## config.mk

```make
export PLATFORM = sky130hd
export DESIGN_NAME = scan_sequencer
export DESIGN_NICKNAME = d
export VERILOG_FILES = /design/src/rtl/scan_sequencer.sv
export SDC_FILE = /design/constraint.sdc
export NUM_CORES = 1
export LEC_CHECK = 0
export BUFFER_PORTS_ARGS = -buffer_cell sky130_fd_sc_hd__buf_2
export CAP_MARGIN = 20
export CORE_MARGIN = 3
export CORE_UTILIZATION = 30
export CTS_CLUSTER_SIZE = 28
export DETAILED_ROUTE_END_ITERATION = 7
export PLACE_DENSITY = 0.48
export SLEW_MARGIN = 40
export SYNTH_ARGS = -nofsm -noshare
export SYNTH_HDL_FRONTEND = slang
export SYNTH_SLANG_ARGS = --single-unit
```

## constraint.sdc

```tcl
create_clock -name clock -period 1.89 [get_ports clock]
set_input_delay 0.4725 -clock clock [delete_from_list [all_inputs] [get_ports clock]]
set_output_delay 0.4725 -clock clock [all_outputs]
set_load 0.01 [all_outputs]
```

## src/rtl/scan_sequencer.sv

```systemverilog
// Raster scan sequencer: emits each (line, pixel) coordinate of a
// HEIGHT x WIDTH frame once in raster order, with stall bubbles,
// back-to-back frames and abort, then drains a LATENCY-deep pipeline
// before pulsing done.
module scan_sequencer #(
    parameter int HEIGHT  = 480,
    parameter int WIDTH   = 640,
    parameter int LATENCY = 4,
    localparam int V_BITW = $clog2(HEIGHT),
    localparam int H_BITW = $clog2(WIDTH)
) (
    input  logic              clock,
    input  logic              reset,
    input  logic              start,
    input  logic              stall,
    input  logic              continuous,
    input  logic              abort,
    output logic              out_valid,
    output logic              out_fstart,
    output logic [V_BITW-1:0] out_vcnt,
    output logic [H_BITW-1:0] out_hcnt,
    output logic              busy,
    output logic              done,
    output logic [15:0]       frame_cnt
);

    // LATENCY+1 keeps the counter at least one bit wide when LATENCY == 1
    localparam int D_BITW = $clog2(LATENCY + 1);
    localparam logic [V_BITW-1:0] V_LAST = V_BITW'(HEIGHT - 1);
    localparam logic [H_BITW-1:0] H_LAST = H_BITW'(WIDTH - 1);
    localparam logic [D_BITW-1:0] D_LOAD = D_BITW'(LATENCY - 1);

    typedef enum logic [1:0] {IDLE, SCAN, DRAIN} state_t;

    state_t              state, state_nxt;
    logic [D_BITW-1:0]   dcnt, dcnt_nxt;
    logic                valid_nxt, fstart_nxt, done_nxt;
    logic [V_BITW-1:0]   vcnt_nxt;
    logic [H_BITW-1:0]   hcnt_nxt;
    logic [15:0]         fcnt_nxt;

    // State, drain counter and every output are registered together
    always_ff @(posedge clock or posedge reset) begin
        if (reset) begin
            state      <= IDLE;
            dcnt       <= '0;
            out_valid  <= 1'b0;
            out_fstart <= 1'b0;
            out_vcnt   <= '0;
            out_hcnt   <= '0;
            busy       <= 1'b0;
            done       <= 1'b0;
            frame_cnt  <= '0;
        end else begin
            state      <= state_nxt;
            dcnt       <= dcnt_nxt;
            out_valid  <= valid_nxt;
            out_fstart <= fstart_nxt;
            out_vcnt   <= vcnt_nxt;
            out_hcnt   <= hcnt_nxt;
            busy       <= (state_nxt != IDLE);
            done       <= done_nxt;
            frame_cnt  <= fcnt_nxt;
        end
    end

    // Next state and next outputs; the current coordinate is the one last
    // emitted, so a stalled edge simply holds it and the next edge advances
    always_comb begin
        state_nxt  = state;
        dcnt_nxt   = dcnt;
        valid_nxt  = 1'b0;
        fstart_nxt = 1'b0;
        done_nxt   = 1'b0;
        vcnt_nxt   = out_vcnt;
        hcnt_nxt   = out_hcnt;
        fcnt_nxt   = frame_cnt;
        case (state)
            IDLE: begin
                if (start) begin
                    state_nxt  = SCAN;
                    valid_nxt  = 1'b1;
                    fstart_nxt = 1'b1;
                    vcnt_nxt   = '0;
                    hcnt_nxt   = '0;
                end
            end
            SCAN: begin
                if (abort) begin
                    state_nxt = DRAIN;
                    dcnt_nxt  = D_LOAD;
                end else if (!stall) begin
                    if (out_hcnt == H_LAST) begin
                        hcnt_nxt = '0;
                        if (out_vcnt == V_LAST) begin
                            vcnt_nxt = '0;
                            fcnt_nxt = frame_cnt + 16'd1;
                            if (continuous) begin
                                valid_nxt  = 1'b1;
                                fstart_nxt = 1'b1;
                            end else begin
                                state_nxt = DRAIN;
                                dcnt_nxt  = D_LOAD;
                            end
                        end else begin
                            vcnt_nxt  = out_vcnt + 1'b1;
                            valid_nxt = 1'b1;
                        end
                    end else begin
                        hcnt_nxt  = out_hcnt + 1'b1;
                        valid_nxt = 1'b1;
                    end
                end
            end
            DRAIN: begin
                if (dcnt == '0) begin
                    state_nxt = IDLE;
                    done_nxt  = 1'b1;
                end else begin
                    dcnt_nxt = dcnt - 1'b1;
                end
            end
            default: state_nxt = IDLE;
        endcase
    end

endmodule
```

==> results.sh <==
export IMPL_clock_sinks=44
export IMPL_post_route_min_period_ps=1837
export IMPL_drc=0
export IMPL_grt_use_total_pct=14.57
export IMPL_grt_max_degree=28
export IMPL_cp_start_kind="flop"
export IMPL_synth_area_mm2=0.002350
export IMPL_final_cell_mix="48 x buf_4, 44 x dfrtp_1, 44 x buf_2, 20 x nand3_1, 18 x nand2_1"
export IMPL_max_slew_worst_pin_slew_ps=406.0
export IMPL_drv_slew=0
export IMPL_drtIter0Drc=53
export IMPL_synthDominantCellAreaShare_pct=46.86
export IMPL_cts_tree="done"
export IMPL_startpoint="state[1]"
export IMPL_die_x_um=94.50
export IMPL_tns_ps=0
export IMPL_num_antenna_cells=0
export IMPL_dieHeight_um=94.50
export IMPL_antenna_left=0
export IMPL_ys_async_sr_fraction_pct=100.0
export IMPL_finalCritPeriodShare_pct=97.17
export IMPL_synth_edf_count=0
export IMPL_clk_pin_slew_ps=90
export IMPL_max_cap_viol_count=0
export IMPL_avgRoutedWirePerCell_um=14.33
export IMPL_ys_seq_elements=44
export IMPL_clock_skew_ps=7.003
export IMPL_root_buffer="clkbuf_8"
export IMPL_timing_rr_start="state[1]"
export IMPL_endpoint="out_vcnt[4]"
export IMPL_r2r_setup_slack_ps=50
export IMPL_synth_top_cells_by_area="dfrtp_1 47%, xnor2_1 5.6%, nand3_1 4.5%, nand2_1 2.9%, ha_1 2.7%"
export IMPL_finalWirelength_um=6105
export IMPL_ys_seq_area_share_pct=46.86
export IMPL_r2r_end="out_vcnt[4]"
export IMPL_port_buffers=44
export IMPL_setup_viol=0
export IMPL_antenna_found_initial=0
export IMPL_layout_commonest_cell="buf_4"
export IMPL_syn_num_nets=245
export IMPL_io_pins=45
export IMPL_outcome="complete, no violations"
export IMPL_synth_largest_area_cell="dfrtp_1"
export IMPL_grt_pass1_wl_um=10260
export IMPL_grt_pass1_vias=2137
export IMPL_worst_ep_required_time_ps=2080
export IMPL_yosysUniqueCellTypes=51
export IMPL_gp_congestion=0.7113
export IMPL_p_per_area_mw_per_mm2=875.3
export IMPL_cts_made_buffers=5
export IMPL_rsz0062_at_grt="yes"
export IMPL_r2r_cells=6
export IMPL_path_class="reg2reg"
export IMPL_clock_path_buffers=2
export IMPL_nNetsFinal=337
export IMPL_start_util_pct=31.72
export IMPL_rows=31
export IMPL_core_mm2=0.007408
export IMPL_relSlewSlack_pct=72.89
export IMPL_grt_ovfl_total=0
export IMPL_cp_end_kind="flop"
export IMPL_fin_area_mm2=0.003213
export IMPL_syn_area_per_cell_um2=10.04
export IMPL_postSynthCellCount=234
export IMPL_viasPerCell=4.960
export IMPL_area_delta_synth_final_pct=36.74
export IMPL_hold_buffers=0
export IMPL_drt_pass1_iterations=5
export IMPL_drive_gt1_share_pct=36.09
export IMPL_vias=2113
export IMPL_clk_latency_ps=300
export IMPL_fp_dieArea_mm2=0.008930
export IMPL_dp_hpwl_um=4663
export IMPL_cp_slowest_cell="or4b_4"
export IMPL_crit_fanout=4
export IMPL_fmax_mhz=544.5
export IMPL_synth_flop_cell="dfrtp_1"
export IMPL_cp_slowest_stage_delay_ps=550
export IMPL_min_path_type="in2async"
export IMPL_ys_warn_count=0
export IMPL_hold_viol=0
export IMPL_leakage_uw=0.001614
export IMPL_max_vdd_ir_drop_uv=595.7
export IMPL_critPathArrivalTime_ps=2020
export IMPL_path_cells="or4b_4 -> buf_12 -> nor4_2 -> buf_4 -> o22ai_1 -> a32o_1"
export IMPL_cts_max_level=2
export IMPL_placed_area_mm2=0.003043
state kept, by name, summed over array words and instances (netlist names):
register and flops:
out_hcnt 10, frame_cnt 16, state 2, dcnt 3, busy 1, out_vcnt 9
out_fstart 1, done 1, out_valid 1
kinds of logic after synthesis:
group	synth area share [%]
multiplexers	1.757
adder cells (fa/ha/maj)	2.662
XOR/XNOR	7.082
AO/OA/AOI/OAI	11.82
flip-flops	46.86
buffers and inverters	2.929
AND/OR/NAND/NOR	26.89
report_power, final:
group          total [uW]  internal, uW  switching (uW)
Clock                 720           393             328
Combinational         955           453             501
Sequential           1140          1060            80.5
how the worst min path moves through the flow:
stage                     depth (start not counted)          start            end
after global placement                            1  frame_cnt[15]  frame_cnt[15]
after global routing                              2          reset   frame_cnt[7]
after detailed placement                          1  frame_cnt[15]  frame_cnt[15]
after floorplan                                   1        dcnt[0]        dcnt[0]
after CTS                                         2          reset   frame_cnt[5]
final                                             2          reset   frame_cnt[5]
layout make-up:
class / count / area [um^2]
tap: 99 / 123.9
fill: 724 / 4195
multi-input combinational: 173 / 1230
timing repair buffer: 94 / 620.6
clock inverter: 2 / 35.03
clock buffer: 6 / 72.57
inverter: 8 / 30.03
sequential: 44 / 1101
cell usage after synthesis, types with 3 or more instances:
cell type  instances
a211oi_1           3
a21o_1             4
a21oi_1            5
a22oi_1            4
and2_1             3
and3_1             6
and4_1             5
clkbuf_1           7
dfrtp_1           44
ha_1               5
inv_1              8
mux2i_1            3
nand2_1           18
nand2b_1           4
nand3_1           21
nand4_1            9
nor2_1            11
nor3_1             4
nor4_1             3
o211ai_1           3
o21ai_1            5
o31ai_1            4
or4_1              4
xnor2_1           15
xor2_1             4
stage by stage:
stage                     cells  util (%)  hold slack, ps  setup WS (ps)  power, uW
after floorplan             234         -           456.5         -12.26       1668
after detailed placement    415     41.07           466.5         -233.7       2087
after global routing        426     43.37           175.1         -7.341       2990
after global placement      415     41.07           457.2         -187.0       2077
final                       426     43.37           153.5          53.43       2812
after CTS                   423     42.53           156.7          15.57       2822
worst max-delay path: cells and delay by family, from the launching register on:
kind                   cells  cell delay [ps]
AND/OR/NAND/NOR            2              690
AO/OA/AOI/OAI              2              270
flip-flops                 1              420
buffers and inverters      2              330
timing repair:
action	in CTS	in global routing
resized for setup	0	9
setup buffers	0	3
setup endpoints to repair	0	11
routing by layer:
metal	wire length, um	GRT usage (%)	vias to the layer above
li1	-	-	1045
met1	2834	19.41	1018
met2	2860	23.58	44
met3	323	3.187	6
met5	0	0	-
met4	86	4.688	0
Note: power is estimated with default switching activity, not from simulation.
